===== config.mk =====
export PLATFORM = sky130hd
export DESIGN_NAME = fm_cmd_player
export DESIGN_NICKNAME = d
export VERILOG_FILES = /design/src/rtl/fm_cmd_pkg.sv /design/src/rtl/fm_cmd_fifo.sv /design/src/rtl/fm_cmd_player.sv
export SDC_FILE = /design/constraint.sdc
export NUM_CORES = 2
export LEC_CHECK = 0
export ABC_AREA = 1
export CORE_ASPECT_RATIO = 0.5
export CORE_UTILIZATION = 30
export DETAILED_ROUTE_END_ITERATION = 6
export HOLD_SLACK_MARGIN = 0.02
export PLACE_DENSITY = 0.51
export SLEW_MARGIN = 20
export SYNTH_ARGS = -nofsm -noshare
export SYNTH_HDL_FRONTEND = slang
export SYNTH_SLANG_ARGS = --single-unit

===== constraint.sdc =====
create_clock -name clk -period 4.1 [get_ports clk]
set_input_delay 0.82 -clock clk [delete_from_list [all_inputs] [get_ports clk]]
set_output_delay 0.82 -clock clk [all_outputs]
set_load 0.05 [all_outputs]

===== src/rtl/fm_cmd_pkg.sv =====
// Shared constants for the FM command player: host register map, CTRL/status
// bit positions, FSM encoding and command-entry layout.
package fm_cmd_pkg;

  // Host register indices
  localparam logic [1:0] REG_DATA = 2'd0;
  localparam logic [1:0] REG_PUSH = 2'd1;
  localparam logic [1:0] REG_CTRL = 2'd2;

  // CTRL write bits
  localparam int unsigned CTRL_ENABLE  = 0;
  localparam int unsigned CTRL_FLUSH   = 1;
  localparam int unsigned CTRL_CLR_OVF = 2;

  // CTRL read (status) bits
  localparam int unsigned STAT_ENABLE    = 0;
  localparam int unsigned STAT_BUSY      = 1;
  localparam int unsigned STAT_EMPTY     = 2;
  localparam int unsigned STAT_FULL      = 3;
  localparam int unsigned STAT_OVF       = 4;
  localparam int unsigned STAT_COUNT_LSB = 8;

  // Command entry layout: {delay[15:0], addr[7:0], data[31:0]}
  localparam int unsigned ENTRY_W         = 56;
  localparam int unsigned ENTRY_DATA_LSB  = 0;
  localparam int unsigned ENTRY_ADDR_LSB  = 32;
  localparam int unsigned ENTRY_DELAY_LSB = 40;

  typedef enum logic [1:0] {
    StIdle  = 2'd0,
    StDelay = 2'd1,
    StWrite = 2'd2
  } fsm_state_e;

  // Build a FIFO entry from a PUSH word and the latched data word.
  function automatic logic [ENTRY_W-1:0] make_entry(input logic [31:0] push_word,
                                                    input logic [31:0] data);
    logic [ENTRY_W-1:0] entry;
    entry = '0;
    entry[ENTRY_DELAY_LSB +: 16] = push_word[23:8];
    entry[ENTRY_ADDR_LSB +: 8]   = push_word[7:0];
    entry[ENTRY_DATA_LSB +: 32]  = data;
    return entry;
  endfunction

endpackage


===== src/rtl/fm_cmd_fifo.sv =====
// Synchronous first-word-fall-through FIFO holding timed register writes.
// Pushes while full and any push/pop coinciding with flush are ignored.
module fm_cmd_fifo
  import fm_cmd_pkg::*;
#(
  parameter int unsigned DEPTH_LOG2 = 5,
  parameter int unsigned WIDTH      = ENTRY_W
) (
  input  logic                  clk,
  input  logic                  reset,
  input  logic                  push,
  input  logic                  pop,
  input  logic                  flush,
  input  logic [WIDTH-1:0]      wrdata,
  output logic [WIDTH-1:0]      rddata,
  output logic                  empty,
  output logic                  full,
  output logic [DEPTH_LOG2:0]   count
);

  localparam logic [DEPTH_LOG2:0]   DepthCnt = {1'b1, {DEPTH_LOG2{1'b0}}};
  localparam logic [DEPTH_LOG2-1:0] PtrOne   = (DEPTH_LOG2)'(1);
  localparam logic [DEPTH_LOG2:0]   CntOne   = (DEPTH_LOG2 + 1)'(1);

  logic [WIDTH-1:0]      mem_q [2**DEPTH_LOG2];
  logic [DEPTH_LOG2-1:0] wr_ptr_q, wr_ptr_d;
  logic [DEPTH_LOG2-1:0] rd_ptr_q, rd_ptr_d;
  logic [DEPTH_LOG2:0]   count_q, count_d;
  logic                  do_push, do_pop;

  assign empty  = (count_q == '0);
  assign full   = (count_q == DepthCnt);
  assign count  = count_q;
  assign rddata = mem_q[rd_ptr_q];

  // Qualify requests and compute next pointers/occupancy.
  always_comb begin
    do_push  = push & ~full & ~flush;
    do_pop   = pop & ~empty & ~flush;
    wr_ptr_d = wr_ptr_q;
    rd_ptr_d = rd_ptr_q;
    count_d  = count_q;
    if (flush) begin
      wr_ptr_d = '0;
      rd_ptr_d = '0;
      count_d  = '0;
    end else begin
      if (do_push) wr_ptr_d = wr_ptr_q + PtrOne;
      if (do_pop)  rd_ptr_d = rd_ptr_q + PtrOne;
      case ({do_push, do_pop})
        2'b10:   count_d = count_q + CntOne;
        2'b01:   count_d = count_q - CntOne;
        default: count_d = count_q;
      endcase
    end
  end

  // Pointer and occupancy state.
  always_ff @(posedge clk or posedge reset) begin
    if (reset) begin
      wr_ptr_q <= '0;
      rd_ptr_q <= '0;
      count_q  <= '0;
    end else begin
      wr_ptr_q <= wr_ptr_d;
      rd_ptr_q <= rd_ptr_d;
      count_q  <= count_d;
    end
  end

  // Storage array; contents are only meaningful below count, so no reset.
  always_ff @(posedge clk) begin
    if (do_push) mem_q[wr_ptr_q] <= wrdata;
  end

endmodule


===== src/rtl/fm_cmd_player.sv =====
// Host-queued, sample-tick-timed register write player driving the FM synth
// register port. Holds the host register decode, tick generator and FSM.
module fm_cmd_player
  import fm_cmd_pkg::*;
#(
  parameter int unsigned DEPTH_LOG2 = 5,
  parameter int unsigned TICK_DIV   = 506
) (
  input  logic        clk,
  input  logic        reset,
  input  logic [1:0]  cpu_addr,
  input  logic [31:0] cpu_wrdata,
  input  logic        cpu_wren,
  output logic [31:0] cpu_rddata,
  output logic [7:0]  fm_addr,
  output logic [31:0] fm_wrdata,
  output logic        fm_wren,
  input  logic        fm_wait,
  output logic        irq_empty
);

  localparam int unsigned      TickW    = (TICK_DIV > 1) ? $clog2(TICK_DIV) : 1;
  localparam logic [TickW-1:0] TickLast = TickW'(TICK_DIV - 1);
  localparam logic [TickW-1:0] TickOne  = TickW'(1);

  logic [31:0]        data_q, data_d;
  logic               enable_q, enable_d;
  logic               overflow_q, overflow_d;
  logic [TickW-1:0]   tick_cnt_q, tick_cnt_d;
  logic               tick;
  fsm_state_e         state_q, state_d;
  logic [15:0]        remaining_q, remaining_d;
  logic [7:0]         work_addr_q, work_addr_d;
  logic [31:0]        work_data_q, work_data_d;

  logic               wr_data, wr_push, wr_ctrl, flush;
  logic               fifo_pop, fifo_empty, fifo_full;
  logic [ENTRY_W-1:0] fifo_rddata;
  logic [DEPTH_LOG2:0] fifo_count;
  logic [7:0]         count8;
  logic               busy;
  logic [15:0]        head_delay;

  assign wr_data    = cpu_wren & (cpu_addr == REG_DATA);
  assign wr_push    = cpu_wren & (cpu_addr == REG_PUSH);
  assign wr_ctrl    = cpu_wren & (cpu_addr == REG_CTRL);
  assign flush      = wr_ctrl & cpu_wrdata[CTRL_FLUSH];
  assign head_delay = fifo_rddata[ENTRY_DELAY_LSB +: 16];

  fm_cmd_fifo #(
    .DEPTH_LOG2 (DEPTH_LOG2),
    .WIDTH      (ENTRY_W)
  ) u_fifo (
    .clk    (clk),
    .reset  (reset),
    .push   (wr_push),
    .pop    (fifo_pop),
    .flush  (flush),
    .wrdata (make_entry(cpu_wrdata, data_q)),
    .rddata (fifo_rddata),
    .empty  (fifo_empty),
    .full   (fifo_full),
    .count  (fifo_count)
  );

  // Host-visible registers: data latch, enable and sticky overflow.
  always_comb begin
    data_d     = data_q;
    enable_d   = enable_q;
    overflow_d = overflow_q;
    if (wr_data) data_d = cpu_wrdata;
    if (wr_ctrl) enable_d = cpu_wrdata[CTRL_ENABLE];
    if (wr_push && fifo_full && !flush) overflow_d = 1'b1;
    if (wr_ctrl && cpu_wrdata[CTRL_CLR_OVF]) overflow_d = 1'b0;
  end

  // Free-running sample tick divider, independent of enable.
  always_comb begin
    tick       = (tick_cnt_q == TickLast);
    tick_cnt_d = tick ? '0 : tick_cnt_q + TickOne;
  end

  // Player FSM. enable_d is used so a CTRL write takes effect on the edge
  // that captures it, giving one cycle from enable to fm_wren.
  always_comb begin
    state_d     = state_q;
    remaining_d = remaining_q;
    work_addr_d = work_addr_q;
    work_data_d = work_data_q;
    fifo_pop    = 1'b0;
    if (flush) begin
      state_d = StIdle;
    end else begin
      case (state_q)
        StIdle: begin
          if (enable_d && !fifo_empty) begin
            work_addr_d = fifo_rddata[ENTRY_ADDR_LSB +: 8];
            work_data_d = fifo_rddata[ENTRY_DATA_LSB +: 32];
            remaining_d = head_delay;
            state_d     = (head_delay == 16'd0) ? StWrite : StDelay;
          end
        end
        StDelay: begin
          if (enable_d && tick) begin
            remaining_d = remaining_q - 16'd1;
            if (remaining_q == 16'd1) state_d = StWrite;
          end
        end
        StWrite: begin
          // Enable is deliberately ignored here: a started write completes.
          if (!fm_wait) begin
            fifo_pop = 1'b1;
            state_d  = StIdle;
          end
        end
        default: state_d = StIdle;
      endcase
    end
  end

  // State registers.
  always_ff @(posedge clk or posedge reset) begin
    if (reset) begin
      data_q      <= '0;
      enable_q    <= 1'b0;
      overflow_q  <= 1'b0;
      tick_cnt_q  <= '0;
      state_q     <= StIdle;
      remaining_q <= '0;
      work_addr_q <= '0;
      work_data_q <= '0;
    end else begin
      data_q      <= data_d;
      enable_q    <= enable_d;
      overflow_q  <= overflow_d;
      tick_cnt_q  <= tick_cnt_d;
      state_q     <= state_d;
      remaining_q <= remaining_d;
      work_addr_q <= work_addr_d;
      work_data_q <= work_data_d;
    end
  end

  assign busy      = (state_q != StIdle);
  assign fm_wren   = (state_q == StWrite);
  assign fm_addr   = work_addr_q;
  assign fm_wrdata = work_data_q;
  assign irq_empty = enable_q & fifo_empty & ~busy;

  // Combinational host read mux.
  always_comb begin
    cpu_rddata = '0;
    count8     = '0;
    count8[DEPTH_LOG2:0] = fifo_count;
    case (cpu_addr)
      REG_DATA: cpu_rddata = data_q;
      REG_CTRL: begin
        cpu_rddata[STAT_ENABLE]             = enable_q;
        cpu_rddata[STAT_BUSY]               = busy;
        cpu_rddata[STAT_EMPTY]              = fifo_empty;
        cpu_rddata[STAT_FULL]               = fifo_full;
        cpu_rddata[STAT_OVF]                = overflow_q;
        cpu_rddata[STAT_COUNT_LSB +: 8]     = count8;
      end
      default: cpu_rddata = '0;
    endcase
  end

endmodule


### Word level (Yosys, flattened, before mapping)

Memory sizes are Yosys's and may differ from the RTL's.
Index checks and enable logic that the tools add are counted.

| cells by class | value |
|---|---|
| $add $sub $neg | 6 |
| eq/ne operators | 15 |
| muxes and demuxes | 29 |
| bitwise logic cells | 14 |
| reductions and logical operators | 20 |

Operators by type and width:

| cell | count |
|---|---|
| two-way mux 16 bit | 3 |
| case mux 16 bit (2 select lines) | 1 |
| two-way mux 5 bit | 4 |
| equality test 16 x 1 -> 1 bit (second input constant) | 1 |
| zero test 16 bit | 1 |
| case mux 8 bit (2 select lines) | 1 |
| subtractor 16 x 1 -> 16 bit (second input constant) | 1 |
| two-way mux 2 bit | 6 |
| case mux 6 bit (2 select lines) | 1 |
| adder 5 x 1 -> 5 bit (second input constant) | 2 |
| bitwise AND 1 bit | 10 |
| case mux 5 bit (2 select lines) | 1 |
| nonzero test 2 bit | 5 |
| adder 9 x 1 -> 9 bit (second input constant) | 1 |
| equality test 9 bit (second input constant) | 1 |
| two-way mux 9 bit | 1 |
| != test 3 bit (second input constant) | 3 |
| two-way mux 1 bit | 8 |
| AND reduction 4 bit | 2 |
| adder 6 x 1 -> 6 bit (second input constant) | 1 |
| equality test 2 x 1 -> 1 bit (second input constant) | 3 |
| equality test 2 bit (second input constant) | 3 |
| equality test 6 bit (second input constant) | 1 |
| zero test 6 bit | 1 |
| other kinds (12) | 22 |

| word-level totals | value |
|---|---|
| register bits | 117 |
| RAM bits | 1792 |
| input bits | 38 |
| output and inout port bits | 74 |
| logic and storage cells | 96 |
| memories kept | 1 |

Memory list:

| name | depth | width | read ports | clocked after memory_dff | wr ports | line | RTL |
|---|---|---|---|---|---|---|---|
| u_fifo.mem_q | 32 | 56 | 1 | 0 | 1 | fm_cmd_fifo.sv:25 | `logic [WIDTH-1:0] mem_q [2**DEPTH_LOG2];` |

### Longest topological paths before layout

| depth | value |
|---|---|
| word-level depth | 9 |
| depth in mapped cells | 19 |
| gate-level depth less buffers | 19 |

### Hierarchy

A second synthesis with hierarchy kept.

| unflattened totals | value |
|---|---|
| cell total of the unflattened synthesis | 6669 |
| area total of the unflattened synthesis | 77787.1 µm² |

By module, submodules not included:

| module | times used | cells each | area each (µm²) | sequential area each (µm²) |
|---|---|---|---|---|
| fm_cmd_fifo | 1 | 5994 | 72743.5 | 54212.0 |
| fm_cmd_player | 1 | 675 | 5043.6 | 2527.4 |

### Worst setup path before layout

No wires, ideal clock.

| timing path | value |
|---|---|
| path kind | input -> register |
| from | in cpu_addr[0] |
| to | mem u_fifo.mem_q[11][0] (netlist bit), enable pin |
| library setup time | 470 ps |
| arrival | 3838 ps |
| required time | 3630 ps |
| path slack | -208 ps |
| cell stages on the path | 6 |
| path buffers | 0 |
| path through | inv_1 > nor3b_2 > nand2_1 > inv_2 > nand2_1 > nor2_1 |

| on the way | value |
|---|---|
| word-level cells in the longest chain between the ends | 7 |
| elaborated cells on any way between the ends | 10 |
| classes of those cells | 2 x eq/ne; 2 x mux; 6 x bitwise |

Ends and longest elaborated chain:

| element | line | RTL |
|---|---|---|
| from (decl) | fm_cmd_player.sv:11 | `input logic [1:0] cpu_addr,` |
| equality test 2 bit | fm_cmd_player.sv:46 | `assign wr_ctrl = cpu_wren & (cpu_addr == REG_CTRL);` |
| bitwise AND 1 bit | fm_cmd_player.sv:46 |  |
| bitwise AND 1 bit | fm_cmd_player.sv:47 | `assign flush = wr_ctrl & cpu_wrdata[CTRL_FLUSH];` |
| inverter 1 bit (no line) | n/a |  |
| bitwise AND 1 bit (*) | fm_cmd_fifo.sv:38 | `do_push = push & ~full & ~flush;` |
| two-way mux 1 bit (*) | fm_cmd_fifo.sv:73 | `if (do_push) mem_q[wr_ptr_q] <= wrdata;` |
| two-way mux 1 bit (not written as such) (*) | fm_cmd_fifo.sv:73 |  |
| to (decl) | fm_cmd_fifo.sv:25 |  |

Every way passes the cells marked *; elsewhere a longest branch is shown, timed or not.

### Worst setup path in the final report

| timing path | value |
|---|---|
| from | reg u_fifo.count_q[0], in the netlist u_fifo.count[0] |
| to | out irq_empty |

| on the way | value |
|---|---|
| word-level cells in the longest chain between the ends | 3 |

Ends and longest elaborated chain:

| element | line | RTL |
|---|---|---|
| from (decl) | fm_cmd_fifo.sv:28 | `logic [DEPTH_LOG2:0] count_q, count_d;` |
| from (signal assigned) | fm_cmd_fifo.sv:67 | `count_q <= count_d;` |
| zero test 6 bit | fm_cmd_fifo.sv:31 | `assign empty = (count_q == '0);` |
| bitwise AND 1 bit (2 in series) | fm_cmd_player.sv:148 | `assign irq_empty = enable_q & fifo_empty & ~busy;` |
| to (decl) | fm_cmd_player.sv:19 | `output logic irq_empty` |

Every way passes these cells.

==> run_results.csv <==
group,metric,value,unit
placement,pre_cts_slack,0.4388,ns
sta,slew_headroom,0.2873,
synth,synth_nets,6044,
sta,skew,0.03357,ns
synth,ys_seq_area_frac,0.7497,
die,dieArea,0.2544,mm^2
clock_network,cts_tree,"built",
finish,nets,6143,
clock_network,cts_root_buffer,"clkbuf_16",
power,power,52.92,mW
worst_setup_path,worst-path-max-fanout,5,
clock_network,h-tree-depth,4,
finish,final_util,0.3522,
worst_setup_path,end_kind,"primary output",
die,io_pins,112,
power,cellPowerDensity,603.3,mW/mm^2
sta,fmax,275.0,MHz
global_routing,grt_util_met3,0.01968,
synth,synth.cell_area,0.07569,mm^2
sta,tns,0,ns
finish,mostFrequentLayoutCell,"edfxtp_1",
sta,period_share,0.8868,
sta,final-setup-viol-count,0,
clock_network,cts.sinks,1909,
global_routing,grt_pass1_wl,333.2,mm
clock_network,cts_buffers,184,
power,ir_drop,736.1,uV
global_routing,grt_usage,0.1774,
worst_hold_path,hold_path.class,"in -> async",
sta,slew_viol_final,0,
sta,grt_setup_unrepaired,"no",
finish,drive_gt1_frac,0.08759,
global_routing,grt_max_degree,168,
finish,regArea,0.05676,mm^2
die,core,0.2490,mm^2
sta,period_minus_slack,3.636,ns
finish,multi_input_area,0.01694,mm^2
finish,syn_to_final_growth,15.90,%
power,leakagePower,29.06,nW
route,final_antenna_net_count,0,
route,drt_first_pass_iters,5,
sta,worst_slack,0.4643,ns
finish,diodes,0,
route,route.final.wire_length,231.9,mm
global_routing,grt_use_met1,0.2571,
global_routing,antenna_found_initial,6,
worst_setup_path,cp-start-kind,"flip-flop",
clock_network,cts_resized,0,
sta,holdWs,0.4607,ns
worst_setup_path,cp.required,3.28,ns
die,num_rows,129,
route,remaining_drc_errors,0,
synth,netlist_instances,5996,
clock_network,clk_pin_slew,0.06,ns
global_routing,top_usage_layer,"met2",
worst_setup_path,crit_type,"reg -> out",
finish,final_cell_mix,"edfxtp_1, nor2_1, nand2_1",
outcome,status,"finished clean",
synth,ys_seq_elements,1909,
route,wl_per_cell,24.20,um
finish,n_fill_cell,24140,
sta,worstMarginPinSlew,1.066,ns
route,avgViaCountPerCell,5.098,
sta,hold_viol,0,
die,die_w,712.3,um
die,die_h,357.2,um
placement,dp_hpwl,126.5,mm
clock_network,cts_hold_buf,0,
synth,yosysWarnings,0,
global_routing,gr-total-overflow,0,
run,cap_violations,0,
clock_network,clk_latency,0.83,ns
global_routing,grtUsageMet2,0.2823,
worst_setup_path,critPathArrivalTime,2.82,ns
placement,port_buffers,111,
route,drt_iter0_drc,5234,
clock_network,postCtsSetupRepairBufs,0,
synth,avgSynthCellArea,12.62,um^2
die,start_util,0.3039,
synth,synth_cell_types,43,
clock_network,clockBufferDepth,3,
placement,gp_congestion,0.7980,
route,via_count,48860,
global_routing,grt_pass1_vias,46450,
## path summary, 6_finish.rpt
| kind | cells after the start | slack [ns] | startpoint | to |
|---|---|---|---|---|
| hold reg to reg | 1 | 0.49 | tick_cnt_q[0] | tick_cnt_q[0] |
| setup reg to reg | 14 | 1.03 | u_fifo.rd_ptr_q[1] | state_q[1] |
| max in group asynchronous | 3 | 2.87 | reset | data_q[20] |
| hold / removal | 2 | 0.46 | reset | remaining_q[4] |
| min in group clk | 1 | 0.49 | tick_cnt_q[0] | tick_cnt_q[0] |
| setup / recovery | 4 | 0.46 | u_fifo.count[0] | irq_empty |
## where the power goes
group	internal, mW	switching (mW)	total (mW)
logic	3.77	9.87	13.6
registers	22.3	0.642	22.9
clock network	9.01	7.34	16.3
total	35.1	17.9	52.9
## state kept, by name, summed over array words and instances, names as in the netlist
name / count
u_fifo.mem_q: 1792
data_q: 32
fm_wrdata: 32
remaining_q: 16
tick_cnt_q: 9
fm_addr: 8
u_fifo.count: 6
u_fifo.rd_ptr_q: 5
u_fifo.wr_ptr_q: 5
state_q: 2
enable_q: 1
overflow_q: 1
## through the flow
step	std cells	cell area, um^2
2_1_floorplan	5996	75690
3_3_place_gp	9249	82090
3_5_place_dp	9249	82080
4_1_cts	9585	87720
5_1_grt	9585	87720
6_report	9585	87720
## worst max-delay path: stages (launching register included)
cell	delay [ns]
dfrtp_1	0.45
nor2_1	0.17
nand4_1	0.23
nor4_1	0.28
clkdlybuf4s50_1	0.86
## cell usage after synthesis
| cell | count | area share |
|---|---|---|
| inv_1 | 118 | 0.0059 |
| inv_4 | 1 | 0.000083 |
| nor2_2 | 3 | 0.00025 |
| dfrtp_1 | 117 | 0.039 |
| nand3_2 | 1 | 0.00013 |
| buf_4 | 26 | 0.0026 |
| a221oi_1 | 3 | 0.00035 |
| nor2_1 | 981 | 0.049 |
| a22oi_1 | 1 | 0.000099 |
| a21boi_0 | 1 | 0.000099 |
| o221ai_1 | 123 | 0.014 |
| o21ai_2 | 1 | 0.00012 |
| nor3_1 | 10 | 0.00066 |
| o211ai_1 | 40 | 0.0040 |
| nor2_4 | 1 | 0.00015 |
| buf_1 | 44 | 0.0022 |
| edfxtp_1 | 1792 | 0.71 |
| nor4_1 | 2 | 0.00017 |
| xnor2_1 | 2 | 0.00023 |
| nand4_1 | 82 | 0.0068 |
| ha_1 | 10 | 0.0017 |
| a21oi_1 | 75 | 0.0050 |
| buf_6 | 11 | 0.0016 |
| o22ai_1 | 202 | 0.017 |
| buf_2 | 94 | 0.0062 |
| o21ai_1 | 13 | 0.00086 |
| nand3_1 | 326 | 0.022 |
| mux2_2 | 8 | 0.0012 |
| a22o_1 | 2 | 0.00023 |
| o41ai_1 | 1 | 0.00012 |
| inv_2 | 4 | 0.00020 |
| a211oi_1 | 1 | 0.000099 |
| nor3b_2 | 1 | 0.00017 |
| xor2_1 | 12 | 0.0014 |
| nand2_1 | 881 | 0.044 |
| a31o_2 | 1 | 0.00012 |
| clkinv_1 | 3 | 0.00015 |
| clkbuf_1 | 220 | 0.011 |
| nor3b_1 | 3 | 0.00030 |
| nand2_2 | 3 | 0.00025 |
| o31ai_1 | 1 | 0.000099 |
| a31oi_1 | 1 | 0.000083 |
| o21ai_0 | 774 | 0.051 |
## layer usage
layer	share of wire	vias up
met2	0.46	1690
li1	-	22010
met1	0.46	24820
met4	0.025	6
met3	0.058	330
met5	0.000099	-
## cell families (layout without fill, tap and decap cells)
logic type                 count (synthesis)  after routing  share of synthesized area
buffers and inverters                    521            770                    0.02981
and+or+nand+nor                         2294           2294                     0.1227
adders and majority gates                 10             10                   0.001653
DFF                                     1909           1909                     0.7497
AOI/OAI and AO/OA                       1240           1240                    0.09331
muxes                                      8              8                   0.001190
xor gates and xnor gates                  14             14                   0.001620
## layout make-up
class                           instances  share of cell area
Clock inverter                         83            0.007303
Tap cell                             3340             0.04764
Inverter                              126            0.005920
Multi-Input combinational cell       3566              0.1931
Clock buffer                          253             0.05697
Sequential cell                      1909              0.6471
Timing Repair Buffer                  308             0.04196
No activity file was read; power rests on OpenSTA's default activity.
